==> src/rtl/led_level_meter.sv <==
// LED bar-graph level meter: DC removal, rectified window peak, peak-hold with slow decay, thermometer bar.
// Define LED_METER_AUTO_ZERO_EN to learn the DC offset (CAL state, recal input); otherwise offset is fixed at 512.
module led_level_meter #(
    parameter int  NUM_LEDS      = 16,
    parameter int  WINDOW_LOG2   = 5,
    parameter int  DECAY_WINDOWS = 4,
    parameter int  CAL_LOG2      = 4,
    localparam int LW            = $clog2(NUM_LEDS + 1)
) (
    input  logic                clk,
    input  logic                rst,
    input  logic [9:0]          sample,
    input  logic                sample_valid,
    input  logic                recal,
    output logic [LW-1:0]       level,
    output logic [NUM_LEDS-1:0] bar,
    output logic                level_valid,
    output logic                calibrating,
    output logic [9:0]          offset
);

    localparam int DW = (DECAY_WINDOWS > 1) ? $clog2(DECAY_WINDOWS) : 1;
    localparam int PW = 9 + LW;
    localparam logic [WINDOW_LOG2-1:0] WIN_LAST   = '1;
    localparam logic [DW-1:0]          DECAY_LAST = DW'(DECAY_WINDOWS - 1);

    logic                   run;
    logic                   flush;

    logic [9:0]             smp_r;
    logic                   smp_v;
    logic [8:0]             mag_r;
    logic                   mag_v;
    logic [8:0]             win_peak;
    logic [WINDOW_LOG2-1:0] win_cnt;
    logic [8:0]             fin_r;
    logic                   fin_v;
    logic [DW-1:0]          dcnt;

    logic [9:0]             abs_diff;
    logic [8:0]             mag_sat;
    logic [8:0]             peak_next;
    logic [LW-1:0]          raw;
    logic [LW-1:0]          level_next;
    logic [DW-1:0]          dcnt_next;

`ifdef LED_METER_AUTO_ZERO_EN
    localparam int SW = 10 + CAL_LOG2;

    typedef enum logic {CAL, RUN} state_t;

    state_t              state;
    logic [SW-1:0]       sum;
    logic [SW-1:0]       sum_next;
    logic [CAL_LOG2-1:0] cal_cnt;

    assign run         = (state == RUN);
    assign flush       = recal;
    assign calibrating = (state == CAL);
    assign sum_next    = sum + SW'(sample);
`else
    logic unused_recal;

    assign run          = 1'b1;
    assign flush        = 1'b0;
    assign calibrating  = 1'b0;
    assign offset       = 10'd512;
    assign unused_recal = recal;
`endif

    function automatic logic [NUM_LEDS-1:0] thermo(input logic [LW-1:0] n);
        logic [NUM_LEDS-1:0] t;
        for (int i = 0; i < NUM_LEDS; i++) begin
            t[i] = (i < int'(n));
        end
        return t;
    endfunction

    // Stage A: rectify against the offset and clip to 9 bits.
    always_comb begin
        abs_diff = (smp_r >= offset) ? (smp_r - offset) : (offset - smp_r);
        mag_sat  = abs_diff[9] ? 9'd511 : abs_diff[8:0];
    end

    assign peak_next = (mag_r > win_peak) ? mag_r : win_peak;

    // Stage C: quantize the window peak and run the peak-hold/decay rule.
    // NOTE: every always_comb output gets a default first, so no latch can be inferred.
    always_comb begin
        raw        = LW'((PW'(fin_r) * PW'(NUM_LEDS + 1)) >> 9);
        level_next = level;
        dcnt_next  = dcnt;
        if (raw >= level) begin
            level_next = raw;
            dcnt_next  = '0;
        end else if (dcnt == DECAY_LAST) begin
            level_next = level - LW'(1);
            dcnt_next  = '0;
        end else begin
            dcnt_next  = dcnt + DW'(1);
        end
    end

    // NOTE: sequential state uses non-blocking assignments only; data registers are reset too so
    // nothing downstream ever sees X out of reset.
    always_ff @(posedge clk) begin
        if (rst) begin
            smp_r       <= '0;
            smp_v       <= 1'b0;
            mag_r       <= '0;
            mag_v       <= 1'b0;
            win_peak    <= '0;
            win_cnt     <= '0;
            fin_r       <= '0;
            fin_v       <= 1'b0;
            dcnt        <= '0;
            level       <= '0;
            bar         <= '0;
            level_valid <= 1'b0;
`ifdef LED_METER_AUTO_ZERO_EN
            state       <= CAL;
            sum         <= '0;
            cal_cnt     <= '0;
            offset      <= 10'd512;
`endif
        end else if (flush) begin
            smp_v       <= 1'b0;
            mag_v       <= 1'b0;
            fin_v       <= 1'b0;
            win_peak    <= '0;
            win_cnt     <= '0;
            dcnt        <= '0;
            level       <= '0;
            bar         <= '0;
            level_valid <= 1'b0;
`ifdef LED_METER_AUTO_ZERO_EN
            state       <= CAL;
            sum         <= '0;
            cal_cnt     <= '0;
`endif
        end else begin
            // The sample is registered on its accepting edge so the window result lands on the third edge after it.
            smp_v <= sample_valid && run;
            if (sample_valid) begin
                smp_r <= sample;
            end

            mag_v <= smp_v;
            if (smp_v) begin
                mag_r <= mag_sat;
            end

            fin_v <= mag_v && (win_cnt == WIN_LAST);
            if (mag_v) begin
                if (win_cnt == WIN_LAST) begin
                    fin_r    <= peak_next;
                    win_peak <= '0;
                    win_cnt  <= '0;
                end else begin
                    win_peak <= peak_next;
                    win_cnt  <= win_cnt + WINDOW_LOG2'(1);
                end
            end

            level_valid <= fin_v;
            if (fin_v) begin
                level <= level_next;
                bar   <= thermo(level_next);
                dcnt  <= dcnt_next;
            end

`ifdef LED_METER_AUTO_ZERO_EN
            if (state == CAL && sample_valid) begin
                if (cal_cnt == '1) begin
                    offset  <= sum_next[SW-1:CAL_LOG2];
                    sum     <= '0;
                    cal_cnt <= '0;
                    state   <= RUN;
                end else begin
                    sum     <= sum_next;
                    cal_cnt <= cal_cnt + CAL_LOG2'(1);
                end
            end
`endif
        end
    end

endmodule

==> config.mk <==
export PLATFORM = sky130hd
export DESIGN_NAME = led_level_meter
export DESIGN_NICKNAME = d
export VERILOG_FILES = /design/src/rtl/led_level_meter.sv
export SDC_FILE = /design/constraint.sdc
export NUM_CORES = 1
export LEC_CHECK = 0
export CAP_MARGIN = 20
export CORE_ASPECT_RATIO = 0.8
export CORE_MARGIN = 1.5
export CORE_UTILIZATION = 30
export CTS_BUF_LIST = sky130_fd_sc_hd__clkbuf_2 sky130_fd_sc_hd__clkbuf_4 sky130_fd_sc_hd__clkbuf_8
export DETAILED_ROUTE_END_ITERATION = 16
export PLACE_DENSITY = 0.57
export SYNTH_ARGS = -nofsm -noshare
export SYNTH_HDL_FRONTEND = slang
export SYNTH_SLANG_ARGS = --single-unit
==> constraint.sdc <==
create_clock -name clk -period 9.4 [get_ports clk]
set_input_delay 2.35 -clock clk [delete_from_list [all_inputs] [get_ports clk]]
set_output_delay 2.35 -clock clk [all_outputs]
set_load 0.03 [all_outputs]
Yosys cells after proc, flatten, opt, wreduce, memory -nomap -nowiden
Cells that the tools add are included.
Widths: inputs -> output; s select.

storage, ports and cells
  bits in registers = 69
  bits of input ports = 14
  output and inout bits = 33
  logic and storage cells = 50

operators by class
  add/subtract/negate cells = 5
  $mul = 1
  magnitude comparators = 19
  equality and inequality tests = 2
  muxes and demuxes = 9
  reduce and logical (&&, ||, !) cells = 2

operators by type and width
  operator                count
  $lt 4x5->1 const A      8
  $mux 9                  3
  $lt 3x5->1 const A      4
  $mux 5                  3
  $mul 9x5->14 const B    1
  $ge 10x10->1 const B    1
  $lt 1x5->1 const A      2
  $lt 2x5->1 const A      2
  $mux 10                 1
  $sub 10x10->10 const A  1
  $sub 10x10->10 const B  1
  $gt 9x9->1              1
  $add 5x1->5 const B     1
  $eq 5x5->1 const B      1
  $ge 5x5->1              1
  $sub 5x1->5 const B     1
  $mux 2                  2
  $add 2x1->2 const B     1
  $eq 2x2->1 const B      1
  $reduce_and 2->1        1
  $logic_and 1x1->1       1

Longest topological paths before layout
  depth after elaboration = 4
  gate-level depth with buffers = 16

Worst setup path after synthesis
No wires, ideal clock.

  kind = register to register
  start point = reg fin_r[8]
  end point = reg bar[0]
  setup time = 0.086 ns
  arrival time = 3.519 ns
  path slack = 5.795 ns
  stages on the path, launching flop included = 16
  buffers on the path = 1
  path through = dfxtp_1 -> ha_1 -> ha_1 -> and3_4 -> a22o_1 -> a211o_1 -> and2_4 -> ha_1 -> o211ai_1 -> o21ai_1 -> a21o_2 -> buf_4 -> a31oi_1 -> inv_1 -> and2_1 -> a211oi_1

on the way
  word-level cells in the longest chain between the ends = 4

RTL lines
  item                      line  RTL
  start: declaration        36    logic [8:0] fin_r;
  start signal: assignment  156   fin_r <= peak_next;
  $mul 9x5->14 (*)          90    raw = LW'((PW'(fin_r) * PW'(NUM_LEDS + 1)) >> 9);
  $ge 5x5->1                93    if (raw >= level) begin
  $mux 5 (*)                93
  $lt 1x5->1 (*)            74    t[i] = (i < int'(n));
  end signal: assignment    168   bar <= thermo(level_next);
  end: declaration          16    output logic [NUM_LEDS-1:0] bar,

Mark *: on every way between the ends. The rest lies on a longest branch, timed or not.
A chain may end at the register's enable or synchronous reset.

Final worst setup path
  start point = reg fin_r[7]
  end point = reg bar[14]

on the way
  word-level cells in the longest chain between the ends = 4

RTL lines
  item              line
  $mul 9x5->14 (*)  90
  $ge 5x5->1        93
  $mux 5 (*)        93
  $lt 4x5->1 (*)    74

Marked as above.

==> impl_metrics.env <==
export IMPL_synth_area_sq_um=3800
export IMPL_multi_input_area_sq_um=2180
export IMPL_hold_depth=1
export IMPL_setup_violations=0
export IMPL_worst_slew_pin_slew_ps=948
export IMPL_hold_class="reg -> reg"
export IMPL_finalNonFillerCells=628
export IMPL_maxSlewViolCount=0
export IMPL_synth_most_common_cell="dfxtp_1"
export IMPL_r2r_end="bar[14]$_SDFFE_PP0P_"
export IMPL_cts_buffers=9
export IMPL_ant_nets=0
export IMPL_grt_pass1_wl_um=13900
export IMPL_seqCellArea_sq_um=1360
export IMPL_clk_path_buf_depth=2
export IMPL_cp_depth=14
export IMPL_path_cells="ha_1 -> ha_1 -> a21o_1 -> a22o_1 -> a31oi_1 -> nor2_1 -> ha_1 -> a21oi_1 -> o21ai_1 -> a21oi_2 -> mux2i_4 -> nand2_1 -> nor4_1 -> a211o_1"
export IMPL_grt_start_max_net_pins=63
export IMPL_synth_fa_ha_area_frac=0.0888
export IMPL_synth_ff_latch_count=68
export IMPL_ys_types=63
export IMPL_die_width_um=129
export IMPL_yosys_top_cells_count="68 x dfxtp_1, 48 x nor2_1, 27 x ha_1"
export IMPL_layout_min_cycle_time_ps=4300
export IMPL_io_buffers=34
export IMPL_slowest_delay_ps=520
export IMPL_cts_resized=0
export IMPL_wire_per_inst_um=12.7
export IMPL_cts_htree_levels=3
export IMPL_worstSetupEndpointType="flip-flop"
export IMPL_worstSetupPathType="reg -> reg"
export IMPL_fp_dieH_um=104
export IMPL_cp_start_kind="flip-flop"
export IMPL_num_rows=36
export IMPL_cts_tree="built"
export IMPL_antenna_found_initial=0
export IMPL_rr_worst_depth=14
export IMPL_synth_edff_count=0
export IMPL_crit_top_cell="ha_1"
export IMPL_grt_total_usage=0.128
export IMPL_grt_overflow=0
export IMPL_drive_above_1_share=0.0744
export IMPL_synth_top_area_frac=0.358
export IMPL_fillers=1269
export IMPL_slew_headroom=0.367
export IMPL_finalSetupTns_ps=0
export IMPL_worstHoldEndpoint="bar[9]$_SDFFE_PP0P_"
export IMPL_maxCapViolCount=0
export IMPL_cts_sinks=68
export IMPL_regToRegSetupSlack_ps=5100
export IMPL_vias_per_cell=4.78
export IMPL_synth_top_cells_by_area="dfxtp_1 36%, ha_1 8.9%, mux2i_1 5.0%"
export IMPL_synth_compound_area_share=0.203
export IMPL_syn_to_final_growth_pct=16.7
export IMPL_max_vdd_ir_drop_mv=0.136
export IMPL_yosys_area_top_type="dfxtp_1"
export IMPL_finClkSkew_ps=11.8
export IMPL_yosysSeqAreaShare=0.358
export IMPL_totalPowerFinal_uw=662
export IMPL_p_leak_uw=0.00167
export IMPL_r2r_start="fin_r[7]$_SDFFE_PP0P_"
export IMPL_place_congestion=0.806
export IMPL_syn_area_per_cell_sq_um=8.82
export IMPL_clkTransAtPathRegs_ps=80
export IMPL_muxShareOfSynthArea=0.0559
export IMPL_crit_buf_inv=0
export IMPL_min_delay_start="bar[9]$_SDFFE_PP0P_"
export IMPL_cpLargestDelayFamily="compound AO/OA/AOI/OAI gates"
export IMPL_grt_setup_unrepaired="false"
export IMPL_yosysWarningCount=0
export IMPL_worstPathArrival_ps=4600
export IMPL_path_max_fanout=11
export IMPL_synthFlopType="dfxtp_1"
export IMPL_power_density_nw_per_um2=149
export IMPL_ios=47
export IMPL_synth_top_family_by_area="compound AO/OA/AOI/OAI gates"
export IMPL_coreArea_sq_um=12300
export IMPL_post_place_cells=612
export IMPL_fmax_mhz=233
export IMPL_root_buffer="clkbuf_8"
export IMPL_hpwl_um=6020
export IMPL_drtIter0Drc=203
export IMPL_synth_simple_gate_area_frac=0.183
export IMPL_hold_buffers=0
export IMPL_hold_viol_final=0
export IMPL_start_util=0.310
export IMPL_outcome="complete, no violations"
export IMPL_worstPathRequired_ps=9700
export IMPL_critPathSlowestCell="a21oi_2"
export IMPL_nets=493
export IMPL_n_antenna_cell=0
export IMPL_post_cts_buffers=0
export IMPL_synth_async_sr_flop_share=0
export IMPL_vias=3004
export IMPL_drt_first_pass_iters=5
export IMPL_yosys_area_share_xor_xnor=0.0322
export IMPL_clk_latency_ps=350
export IMPL_postSynthCellCount=431
export IMPL_routed_wl_um=7950
export IMPL_dieArea_sq_um=13400
export IMPL_min_period_over_period=0.458
export IMPL_grt_pass1_vias=2812
export IMPL_drc=0
## through the flow
stage | utilization | setup slack [ps] | instance area, sq um | hold WS, ps
final | 0.362 | 5100 | 4440 | 463
after global placement | 0.342 | 5180 | 4190 | 438
after detailed placement | 0.342 | 5140 | 4190 | 448
after global routing | 0.362 | 4790 | 4440 | 482
after CTS | 0.362 | 5100 | 4440 | 471
after floorplan | - | 5800 | 3840 | 417
## routing by layer
metal,global-route usage,vias to the layer above,share of wire
met4,0.0361,0,0.0039
met3,0.0315,4,0.046
met5,0,-,0
li1,-,1568,-
met1,0.190,1375,0.53
met2,0.182,57,0.42
## cell families (layout without fill, tap and decap cells)
| logic type | count (synthesis) | after routing |
|---|---|---|
| other | 2 | 11 |
| XOR/XNOR | 14 | 14 |
| adder cells (fa/ha/maj) | 27 | 27 |
| flip-flops | 68 | 68 |
| AO/OA/AOI/OAI | 105 | 105 |
| multiplexers | 20 | 20 |
| AND/OR/NAND/NOR | 137 | 137 |
| buffers and inverters | 58 | 75 |
## flip-flops by register name, summed over array words and instances, names as in the netlist
register and count:
bar 15, smp_r 10, fin_r 9, mag_r 9
win_peak 9, level 5, win_cnt 5, dcnt 2
fin_v 1, level_valid 1, mag_v 1, smp_v 1
## cells in the final DEF (no fill, tap or decap), types with 2 or more instances in the layout
master,Yosys,final
dfxtp_1,68,68
nor2_1,48,48
clkdlybuf4s50_1,0,33
ha_1,27,27
nand2_1,23,23
inv_1,22,22
mux2i_1,19,19
nand2b_1,16,16
a21oi_1,15,15
a211oi_1,15,15
xnor2_1,13,13
o21ai_0,11,11
conb_1,2,11
nand3_1,10,10
o32ai_1,9,9
clkbuf_8,0,9
a21o_1,8,8
a31oi_1,7,7
nor3_1,7,7
o311ai_0,7,7
and3_1,6,6
nor2b_1,6,6
and2_1,5,5
o211ai_1,4,4
o21a_1,4,4
a221oi_1,3,3
a211o_1,3,3
bufinv_16,0,3
or2_2,2,2
o21ai_1,2,2
a21oi_2,2,2
nor4_1,2,2
nand4_1,2,2
o31ai_1,2,2
clkinv_4,0,2
## report_power, final
group | internal, uW | total (uW) | switching (uW)
clock | 178 | 293 | 115
sequential | 295 | 303 | 8.59
combinational | 26.5 | 65.0 | 38.5
total | 499 | 662 | 162
## how the worst max path moves through the flow
stage,start,endpoint,slack [ps]
6_report,fin_r[7]$_SDFFE_PP0P_,bar[14]$_SDFFE_PP0P_,5100
5_1_grt,fin_r[7]$_SDFFE_PP0P_,bar[14]$_SDFFE_PP0P_,4790
4_1_cts,fin_r[7]$_SDFFE_PP0P_,bar[0]$_SDFFE_PP0P_,5100
3_5_place_dp,fin_r[7]$_SDFFE_PP0P_,bar[14]$_SDFFE_PP0P_,5140
3_3_place_gp,fin_r[7]$_SDFFE_PP0P_,bar[14]$_SDFFE_PP0P_,5180
2_1_floorplan,fin_r[8]$_SDFFE_PP0P_,bar[0]$_SDFFE_PP0P_,5800
## cell type report
type	count	area share
well taps	171	0.0482
inverters	24	0.0203
multi-input cells	314	0.492
flip-flops and latches	68	0.307
repair buffers	35	0.0773
clock inverters	7	0.0279
clock buffers	9	0.0279
Power figures use the tool's default switching activity.
==> RTL change 1 (config.mk and constraints unchanged) <==
Set the parameter `WINDOW_LOG2` to 6 (it was 5).
--- a/src/rtl/led_level_meter.sv
+++ b/src/rtl/led_level_meter.sv
@@ -4,3 +4,3 @@
     parameter int  NUM_LEDS      = 16,
-    parameter int  WINDOW_LOG2   = 5,
+    parameter int  WINDOW_LOG2   = 6,
     parameter int  DECAY_WINDOWS = 4,
Formal check against the unedited RTL: same outputs for any inputs over 10 cycles, from zero or initial values and one cycle with rst high; that may be too few to reach the edited logic, so the function may still have changed.
==> RTL change 1 against the unedited design <==
- synthesized cell count up 1.2%
- synthesized area down 0.36%
- critical path depth unchanged
- maximum frequency up 5.8%
- sequential cell count up 1
- worst setup slack better by 230 ps
- routed wire length about the same
- count of clock-buffer cells in the layout up 2
- total power up 3.2%
- first-iteration DRC count up 1.5%
- design area down 0.28%
==> RTL change 1: results (changes against the unedited design) <==
- Final Net Count: 502 (+1.8%)
- Synth cell count leaders: 69 x dfxtp_1, 60 x nor2_1, 26 x a21oi_1, 26 x ha_1, 26 x inv_1
- Largest cells by area after synthesis: dfxtp_1 36%, ha_1 8.6%, mux2i_1 6.6%
- Worst slack, placed: 5350 ps (+214 ps)
- Routed vias: 3041 (+1.2%)
- Met2 routed WL: 3.39 mm (+2.2%)
- Pin count of the biggest net entering global routing: 68 (+7.9%)
- First-pass GRT wire length: 13.9 mm (+0.20%)
- Reg2reg setup slack: 5330 ps (+230 ps)
- Most Used Layer, Global Route: met2
- WHS Endpoint: bar[3]$_SDFFE_PP0P_
- M1 WL: 4.04 mm (-4.9%)
- DRT iter0 DRCs: 206 (+1.5%)
- Layout cells sized above 1: 7.28% (-0.16 points)
- Critical Path AT: 4320 ps (-280 ps)
- Period Utilization, post-route: 43.3% (-2.5 points)
- Routed WL: 7.96 mm (about the same)
- Placed inst area: 4220 sq um (+0.84%)
- Setup Skew: 11.5 ps (-0.356 ps)
- Crit-path slowest cell: dfxtp_1
- Met2 GRT Util: 19.2% (+1.0 points)
- Hold Crit Start: bar[3]$_SDFFE_PP0P_
- Final instance area: 4420 sq um (-0.28%)
- Worst-path fanout max: 15 (+4)
- Synth cell types: 56 (-11%)
- Tightest Pin Transition: 839 ps (-109 ps)
- Maximum vdd ir drop: 91.2 uV (-33%)
- Met1 usage: 18.4% (-0.61 points)
- R2R Path End: bar[8]$_SDFFE_PP0P_
- Multiplexer share of the synthesized area: 6.61% (+1.0 points)
- GRT Total Usage: 12.9% (+0.073 points)
- Status: finished clean
- Synth Area in Adders: 8.59% (-0.30 points)
- Vias in the first global route: 2890 (+2.8%)
RTL change 1: where the power goes:
part           leakage [nW]  total (W)  switching, W  internal, W
logic                 0.970   0.000124     0.0000744    0.0000496
registers             0.562   0.000317     0.0000132     0.000303
clock network        0.0926   0.000242      0.000113     0.000129
total                  1.62   0.000683      0.000201     0.000482
RTL change 1: cell type report:
type | count | area [sq um]
fill | 1272 | 7830
multi-input combinational | 319 | 2170
sequential | 69 | 1380
timing repair buffer | 37 | 358
tap | 171 | 214
clock buffer | 11 | 139
inverter | 26 | 97.6
clock inverter | 5 | 61.3
RTL change 1: through the flow:
step | hold WS [ps] | total power [W] | std cells
after global routing | 493 | 0.000723 | 638
after global placement | 453 | 0.000445 | 622
after floorplan | 445 | 0.000422 | 445
after detailed placement | 457 | 0.000447 | 622
final | 467 | 0.000683 | 638
after CTS | 470 | 0.000693 | 638
==> RTL change 2 (config.mk and constraints unchanged) <==
Without the edit above. Reset style: asynchronous (`rst`), changed in one clocked block.
--- a/src/rtl/led_level_meter.sv
+++ b/src/rtl/led_level_meter.sv
@@ -105,3 +105,3 @@
     // nothing downstream ever sees X out of reset.
-    always_ff @(posedge clk) begin
+    always_ff @(posedge clk or posedge rst) begin
         if (rst) begin
Check against the original RTL: same outputs for any inputs over 10 cycles, from zero or initial values and one cycle with rst high; that may be too few to reach the edited logic, so the function may still have changed.
==> RTL change 2 against the unedited design <==
- synthesized area up 6.3%
- worst setup slack got worse by 200 ps
- count of clock-buffer cells in the layout grew 1
- routed wire length up 6.5%
- global-route usage hardly changed
- design area up 3.6%
- utilization decreased by 0.88 points
- sequential cell count stayed put
Power is not compared: it rests on default switching activity, and its combinational part moved more than twofold at a synthesized area within 25%.
==> RTL change 2: results (changes against the unedited design) <==
- Status: finished clean
- Post-synthesis sequential area ratio: 42.1% (+6.3 points)
- Multi-In Gates: 286 (-8.9%)
- Final instance area: 4600 sq um (+3.6%)
- Final Net Count: 469 (-4.9%)
- Setup Skew: 8.70 ps (-3.15 ps)
- Synth cell types: 66 (+4.8%)
- Layout cells sized above 1: 10.2% (+2.7 points)
- Worst-path fanout max: 19 (+8)
- Leakage power: 2.02 nW
- Fill cells: 1324 (+4.3%)
- Routed vias: 2987 (-0.57%)
- GRT Total Usage: 12.8% (+0.030 points)
- Synth cell count leaders: 68 x dfrtp_1, 37 x nor2_1, 29 x a21oi_1, 28 x inv_1, 27 x ha_1
- Routed WL: 8.47 mm (+6.5%)
- Critical Path AT: 4690 ps (+90 ps)
- RD Place Congestion: 0.854 (+5.9%)
- Asr flop ratio synth: 100% (+100 points)
- Syn Area/Cell: 10.0 sq um (+13%)
- Placed inst area: 4410 sq um (+5.3%)
- Complex-gate fraction of the synthesized area: 18.0% (-2.3 points)
- Clk cell area share: 4.06% (-1.5 points)
- Worst slack, placed: 4930 ps (-207 ps)
- First-pass GRT wire length: 14.6 mm (+4.8%)
- DRT iter0 DRCs: 184 (-9.4%)
- DRT Pass-1 Iters: 4 (-1)
- Placed Cells: 592 (-3.3%)
- Largest cells by area after synthesis: dfrtp_1 42%, ha_1 8.4%, mux2i_1 4.0%
- Pin count of the biggest net entering global routing: 69 (+9.5%)
- Multiplexer share of the synthesized area: 7.68% (+2.1 points)
- Vias in the first global route: 2942 (+4.6%)
- Synth Area in XOR/XNOR: 2.82% (-0.41 points)
- Non-clock buffer share of cell area: 7.57% (-0.16 points)
- FF+latch area: 1700 sq um (+25%)
- Die footprint: 14200 sq um (+6.1%)
- DR WL/cell: 13.9 microns (+10%)
- Clock buf count: 10 (+1)
- CP peak stage delay: 690 ps (+170 ps)
- Multi-input logic area: 2040 sq um (-6.6%)
## RTL change 2: layer usage
layer  up-vias  share of wire (%)  global-route usage [%]
met3        13                4.7                    3.12
met2        75                 41                    18.5
li1       1465                  -                       -
met1      1434                 52                    18.7
met4         0                1.9                    4.40
met5         -                  0                       0
## RTL change 2: path summary, 6_finish.rpt
kind / startpoint / endpoint / slack (ps) / cells past startpoint
hold / removal: bar[11]$_DFFE_PP0P_ / bar[11]$_DFFE_PP0P_ / 500 / 1
hold reg to reg: bar[11]$_DFFE_PP0P_ / bar[11]$_DFFE_PP0P_ / 500 / 1
setup / recovery: fin_r[8]$_DFFE_PP0P_ / bar[2]$_DFFE_PP0P_ / 4900 / 13
max in group asynchronous: rst / smp_r[9]$_DFFE_PP0P_ / 6280 / 3
min in group asynchronous: rst / bar[11]$_DFFE_PP0P_ / 2570 / 3
setup reg to reg: fin_r[8]$_DFFE_PP0P_ / bar[2]$_DFFE_PP0P_ / 4900 / 13
